## src/rtl/divider.sv

```systemverilog
// Unsigned 8-bit restoring divider serving the controller's DIV instruction.
// One quotient bit per clock; Q/R/div_zero are updated together with a
// one-cycle div_complete pulse and hold until the next result.
//
// state | meaning
// ------+--------------------------------------------------------------
// IDLE  | waiting for div_start; operands sampled on acceptance
// RUN   | eight shift/subtract iterations, count 0..7
// DONE  | one-cycle cooldown after a result; div_start ignored here
module divider (
   input  logic       clock,
   input  logic       reset,
   input  logic [7:0] dA,
   input  logic [7:0] dB,
   input  logic       div_start,
   output logic [7:0] Q,
   output logic [7:0] R,
   output logic       div_complete,
   output logic       div_zero,
   output logic       busy
);

   typedef enum logic [1:0] {
      IDLE = 2'd0,
      RUN  = 2'd1,
      DONE = 2'd2
   } state_t;

   state_t     state;
   logic [7:0] q_sr;
   logic [7:0] divisor;
   logic [8:0] r;
   logic [2:0] count;

   logic [8:0] t;
   logic [8:0] diff;
   logic       ge;
   logic [8:0] r_next;
   logic [7:0] q_next;

   // One restoring step: bring down the next dividend bit and subtract if it fits.
   // r[8] is always zero between steps; folding it into the compare keeps the
   // step correct even if it were not.
   always_comb begin
      t      = {r[7:0], q_sr[7]};
      diff   = t - {1'b0, divisor};
      ge     = r[8] | (t >= {1'b0, divisor});
      r_next = ge ? diff : t;
      q_next = {q_sr[6:0], ge};
   end

   // Control FSM, datapath registers and registered result outputs.
   always_ff @(posedge clock) begin
      if (reset) begin
         state        <= IDLE;
         q_sr         <= 8'd0;
         divisor      <= 8'd0;
         r            <= 9'd0;
         count        <= 3'd0;
         Q            <= 8'd0;
         R            <= 8'd0;
         div_complete <= 1'b0;
         div_zero     <= 1'b0;
         busy         <= 1'b0;
      end else begin
         case (state)
            IDLE: begin
               div_complete <= 1'b0;
               if (div_start) begin
                  busy <= 1'b1;
                  if (dB != 8'd0) begin
                     q_sr    <= dA;
                     divisor <= dB;
                     r       <= 9'd0;
                     count   <= 3'd0;
                     state   <= RUN;
                  end else begin
                     // Divide by zero resolves immediately with saturated quotient.
                     Q            <= 8'hFF;
                     R            <= dA;
                     div_zero     <= 1'b1;
                     div_complete <= 1'b1;
                     state        <= DONE;
                  end
               end
            end
            RUN: begin
               q_sr  <= q_next;
               r     <= r_next;
               count <= count + 3'd1;
               if (count == 3'd7) begin
                  Q            <= q_next;
                  R            <= r_next[7:0];
                  div_zero     <= 1'b0;
                  div_complete <= 1'b1;
                  state        <= DONE;
               end
            end
            DONE: begin
               div_complete <= 1'b0;
               busy         <= 1'b0;
               state        <= IDLE;
            end
            default: begin
               div_complete <= 1'b0;
               busy         <= 1'b0;
               state        <= IDLE;
            end
         endcase
      end
   end

endmodule
```

## config.mk

```make
export PLATFORM = sky130hd
export DESIGN_NAME = divider
export DESIGN_NICKNAME = d
export VERILOG_FILES = /design/src/rtl/divider.sv
export SDC_FILE = /design/constraint.sdc
export NUM_CORES = 1
export LEC_CHECK = 0
export CELL_PAD_IN_SITES_DETAIL_PLACEMENT = 1
export CELL_PAD_IN_SITES_GLOBAL_PLACEMENT = 2
export CORE_MARGIN = 10
export CORE_UTILIZATION = 34
export DETAILED_ROUTE_END_ITERATION = 8
export PLACE_DENSITY = 0.94
export SKIP_LAST_GASP = 1
export SLEW_MARGIN = 30
export SYNTH_ARGS = -nofsm -noshare
export SYNTH_HDL_FRONTEND = slang
export SYNTH_SLANG_ARGS = --single-unit
```

## constraint.sdc

```tcl
create_clock -name clock -period 6.8 [get_ports clock]
set_input_delay 2.04 -clock clock [delete_from_list [all_inputs] [get_ports clock]]
set_output_delay 2.04 -clock clock [all_outputs]
set_load 0.03 [all_outputs]
```

==> Yosys cells after proc, flatten, opt, wreduce, memory -nomap -nowiden <==
Cells that the tools add are included.
Widths: inputs -> output; s select.
{ "classes": {"add_sub_neg": 2, "bitwise_logic": 2, "muxes": 32, "n_reduce_logical": 8, "n_eq_ne": 6, "n_lt_le_gt_ge": 1} }
{ "op_table": {"columns": ["cell", "count"], "rows": [
  ["$mux 8", 8],
  ["$pmux 8 s2", 3],
  ["$mux 9", 3],
  ["$pmux 9 s2", 1],
  ["$ge 9x8->1", 1],
  ["$sub 9x8->9", 1],
  ["$ne 2x2->1 const B", 4],
  ["$reduce_bool 8->1", 1],
  ["$mux 1", 7],
  ["$mux 2", 3],
  ["$mux 3", 2],
  ["$pmux 1 s2", 3],
  ["$pmux 3 s2", 1],
  ["$reduce_and 3->1", 2],
  ["$pmux 2 s2", 1],
  ["$reduce_and 2->1", 2],
  ["$reduce_and 4->1", 1],
  ["$add 3x1->3 const B", 1],
  ["$eq 3x3->1 const B", 1],
  ["$eq 2x1->1 const B", 1],
  ["$logic_not 2->1", 1],
  ["$reduce_bool 2->1", 1],
  ["$not 1->1", 1],
  ["$or 1x1->1", 1]
]} }
{ "totals": {"inputBits": 19, "output_inout_bits": 19, "register_bits": 49} }

==> Longest topological paths before layout <==
{ "depth": {"depth_word": 5, "depth_mapped": 9, "ltp_nobuf": 9} }

==> Least setup slack after synthesis <==
Ideal clock, no wire load.
{ "synth_timing": {"path_type": "input -> register", "start": "input dB[3]", "end": "register R[1]", "n_path_buf": 1, "stages": 6, "setup_slack_ns": 3.241, "setup_time_ns": 0.088, "arrival_ns": 3.471, "required_ns": 6.712, "cell_sequence": "or4_1 -> o31a_1 -> nor2_4 -> buf_6 -> nor2_1 -> a311oi_2"} }
{ "synth_via": {"elab_chain_len": 3} }
{ "synth_rtl": {"columns": ["item", "line", "text"], "rows": [
  ["start, declared", "14", "input logic [7:0] dB,"],
  ["$reduce_bool 8->1", "71", "if (dB != 8'd0) begin"],
  ["$ne 2x2->1 (no source line)", null, null],
  ["$reduce_and 4->1 (no source line)", null, null],
  ["end signal, assigned", "93", "R <= r_next[7:0];"],
  ["end, declared", "17", "output logic [7:0] R,"]
]} }
No other way between the ends.
A chain may end at the register's enable or synchronous reset.

==> Worst setup path in the final report <==
{ "layout_timing": {"start": "input dB[3]", "end": "register R[6]"} }
Same word-level chain as after synthesis.

==> results.yml <==
pwr:
  p_switching_w: 0.000306
  seqPwrFrac: 0.395
  ir_drop_v: 0.000118
  power_w: 0.000822
  p_sw_frac: 0.373
  power.clock.fraction: 0.265
  combPwrFrac: 0.340
  intPower_w: 0.000516
  p_leak_nw: 1.10
  power_density_nw_per_um2: 271
cts:
  clk_pin_slew_ps: 100
  clk_path_buf_depth: 2
  hold_buffers: 0
  numCtsBuffers: 5
  cts_resized: 0
  clk_latency_ps: 310
  clock_sinks: 49
  root_buffer: "clkbuf_8"
  htreeDepth: 2
  postCtsSetupBuffers: 0
  cts_tree: "built"
routing:
  met1_length_um: 3170
  dr_wl_met3_um: 190
  dr.pass1.iters: 4
  route.met2.wl_um: 3570
  dr_total_vias: 2232
  via_per_inst: 5.24
  drtIter0Drc: 112
  finalWirelength_um: 7010
  top_layer: "met4"
  routedWlPerCell_um: 16.5
  drc: 0
  ant_nets: 0
synthesis:
  synth.cell_area_um2: 2510
  ys_ff_latch: 49
  synthDistinctLibCells: 44
  yosys_warnings: 0
  syn_avg_cell_area_um2: 8.43
  synth-seq-area-share: 0.391
  async_reset_ff_frac: 0
  synth-edff-count: 0
  synth_ff_type: "dfxtp_1"
  netlist_instances: 298
  syn_nets: 328
outcome:
  status: "finished, final reports clean"
final_layout:
  area_growth_pct: 20.8
  fill_cells: 904
  final_area_um2: 3030
  multi_input_area_um2: 1380
  regArea_um2: 981
  layout-drive-gt1-share: 0.0917
  antenna_cells: 0
  final_nets: 356
placed_design:
  port_buffers: 37
  hpwl_um: 5170
  dpl_cell_area_um2: 2920
  gp_congestion: 0.836
  dp_slack_ps: 2120
sta:
  max_freq_mhz: 233
  setup_ws_ps: 2500
  finalSetupTns_ps: 0
  final-hold-violation-count: 0
  min_period_ps: 4300
  finalMaxSlewViolations: 0
  relSlewSlack: 0.413
  period_share: 0.632
  clock_skew_ps: 4.09
  rsz0062_at_grt: "no"
  whs_ps: 469
  setup_viol: 0
  worstMarginPinSlew_ps: 879
global_route:
  gr-total-overflow: 0
  antenna_found_initial: 0
  grt_max_degree: 52
  grt_first_pass_wirelength_um: 11500
  grt_pass1_vias: 2309
  grt_usage: 0.123
worst_hold_path:
  hold_class: "register to register"
  min_from: "busy$_SDFFE_PP0P_"
worst_setup_path:
  worstSetupStartpointType: "input port"
  reg2reg_slack_ps: 4270
  crit_start: "dB[3]"
  endpoint_kind: "register"
  cp_data_arrival_time_ps: 4520
  required_ps: 7020
  worstPathMaxFanout: 34
  path_class: "input port to register"
  r2r_start: "q_sr[7]$_SDFFE_PP0P_"
flow_run:
  drv_cap: 0
floorplan:
  core_area_um2: 7210
  start_util: 0.348
  ios: 38
  dieHeight_um: 106
  die_x_um: 106
  die-area_um2: 11200
  rows: 31
[power by group through the flow]
stage	Sequential (W)	Clock, W	Combinational [W]
6_report	0.000325	0.000218	0.000279
5_1_grt	0.000328	0.000235	0.000309
4_1_cts	0.000325	0.000222	0.000279
3_5_place_dp	0.000331	0	0.000275
3_3_place_gp	0.000331	0	0.000265
2_1_floorplan	0.000326	0	0.000202
[sequential cells by signal, indices dropped and copies added (netlist names)]
| register | count |
|---|---|
| r | 9 |
| Q | 8 |
| R | 8 |
| divisor | 8 |
| q_sr | 8 |
| count | 3 |
| state | 2 |
| busy | 1 |
| div_complete | 1 |
| div_zero | 1 |
[layout by cell type, fill, tap and decap left out, drive strengths merged, types with 3 or more instances in the layout]
| cell type | netlist | routed |
|---|---|---|
| a211oi | 13 | 13 |
| a21oi | 20 | 20 |
| a22oi | 3 | 3 |
| a311oi | 16 | 16 |
| a31oi | 4 | 4 |
| buf | 7 | 3 |
| clkbuf | 11 | 5 |
| clkdlybuf4s50 | 0 | 36 |
| dfxtp | 49 | 49 |
| ha | 10 | 10 |
| inv | 13 | 14 |
| mux2i | 8 | 8 |
| nand2 | 33 | 33 |
| nand2b | 5 | 5 |
| nor2 | 60 | 60 |
| nor2b | 4 | 4 |
| nor3 | 11 | 11 |
| o211ai | 4 | 4 |
| o21ai | 5 | 5 |
[stage by stage]
stage | std cells | util
after floorplan | 298 | -
after CTS | 426 | 0.420
final | 426 | 0.420
after global placement | 418 | 0.404
after global routing | 426 | 0.420
after detailed placement | 418 | 0.405
[path summary, 6_finish.rpt]
path,to,cells past startpoint
min reg2reg,busy$_SDFFE_PP0P_,2
min,busy$_SDFFE_PP0P_,2
max,R[6]$_SDFFE_PP0P_,6
max reg2reg,R[6]$_SDFFE_PP0P_,9
[metal layers]
| layer | vias up | track usage |
|---|---|---|
| met5 | - | 0 |
| met4 | 0 | 0.0338 |
| met3 | 5 | 0.0254 |
| met2 | 28 | 0.215 |
| met1 | 1086 | 0.148 |
| li1 | 1113 | - |
[critical path, cell delays in order]
cell	delay, ps
clkdlybuf4s50_1	410
or4_1	570
o31a_1	370
nor2_4	680
o21ai_0	160
a311oi_1	280
[cell families (layout without fill, tap and decap cells)]
logic type                 Yosys count  in the layout  share of synthesized area
xor gates and xnor gates             1              1                    0.00349
buffers and inverters               31             60                     0.0593
AOI/OAI and AO/OA                   74             74                      0.241
and+or+nand+nor                    124            124                      0.216
muxes                                8              8                     0.0319
adders and majority gates           11             11                     0.0578
DFF                                 49             49                      0.391
[Yosys cell counts (all sizes together) (3+ instances only)]
master / n / area [µm²]
nor2: 60 / 233
dfxtp: 49 / 981
nand2: 33 / 124
a21oi: 20 / 104
a311oi: 16 / 178
a211oi: 13 / 143
inv: 13 / 48.8
clkbuf: 11 / 41.3
nor3: 11 / 55.1
ha: 10 / 125
mux2i: 8 / 80.1
buf: 7 / 58.8
nand2b: 5 / 31.3
o21ai: 5 / 25.0
a31oi: 4 / 25.0
nor2b: 4 / 25.0
o211ai: 4 / 30.0
a22oi: 3 / 22.5
[cell type report]
class / instances / area share
flip-flops and latches: 49 / 0.323
multi-input cells: 218 / 0.456
clock inverters: 3 / 0.0144
clock buffers: 5 / 0.0227
well taps: 99 / 0.0408
repair buffers: 39 / 0.126
inverters: 13 / 0.0161
Note: power is estimated with default switching activity, not from simulation.
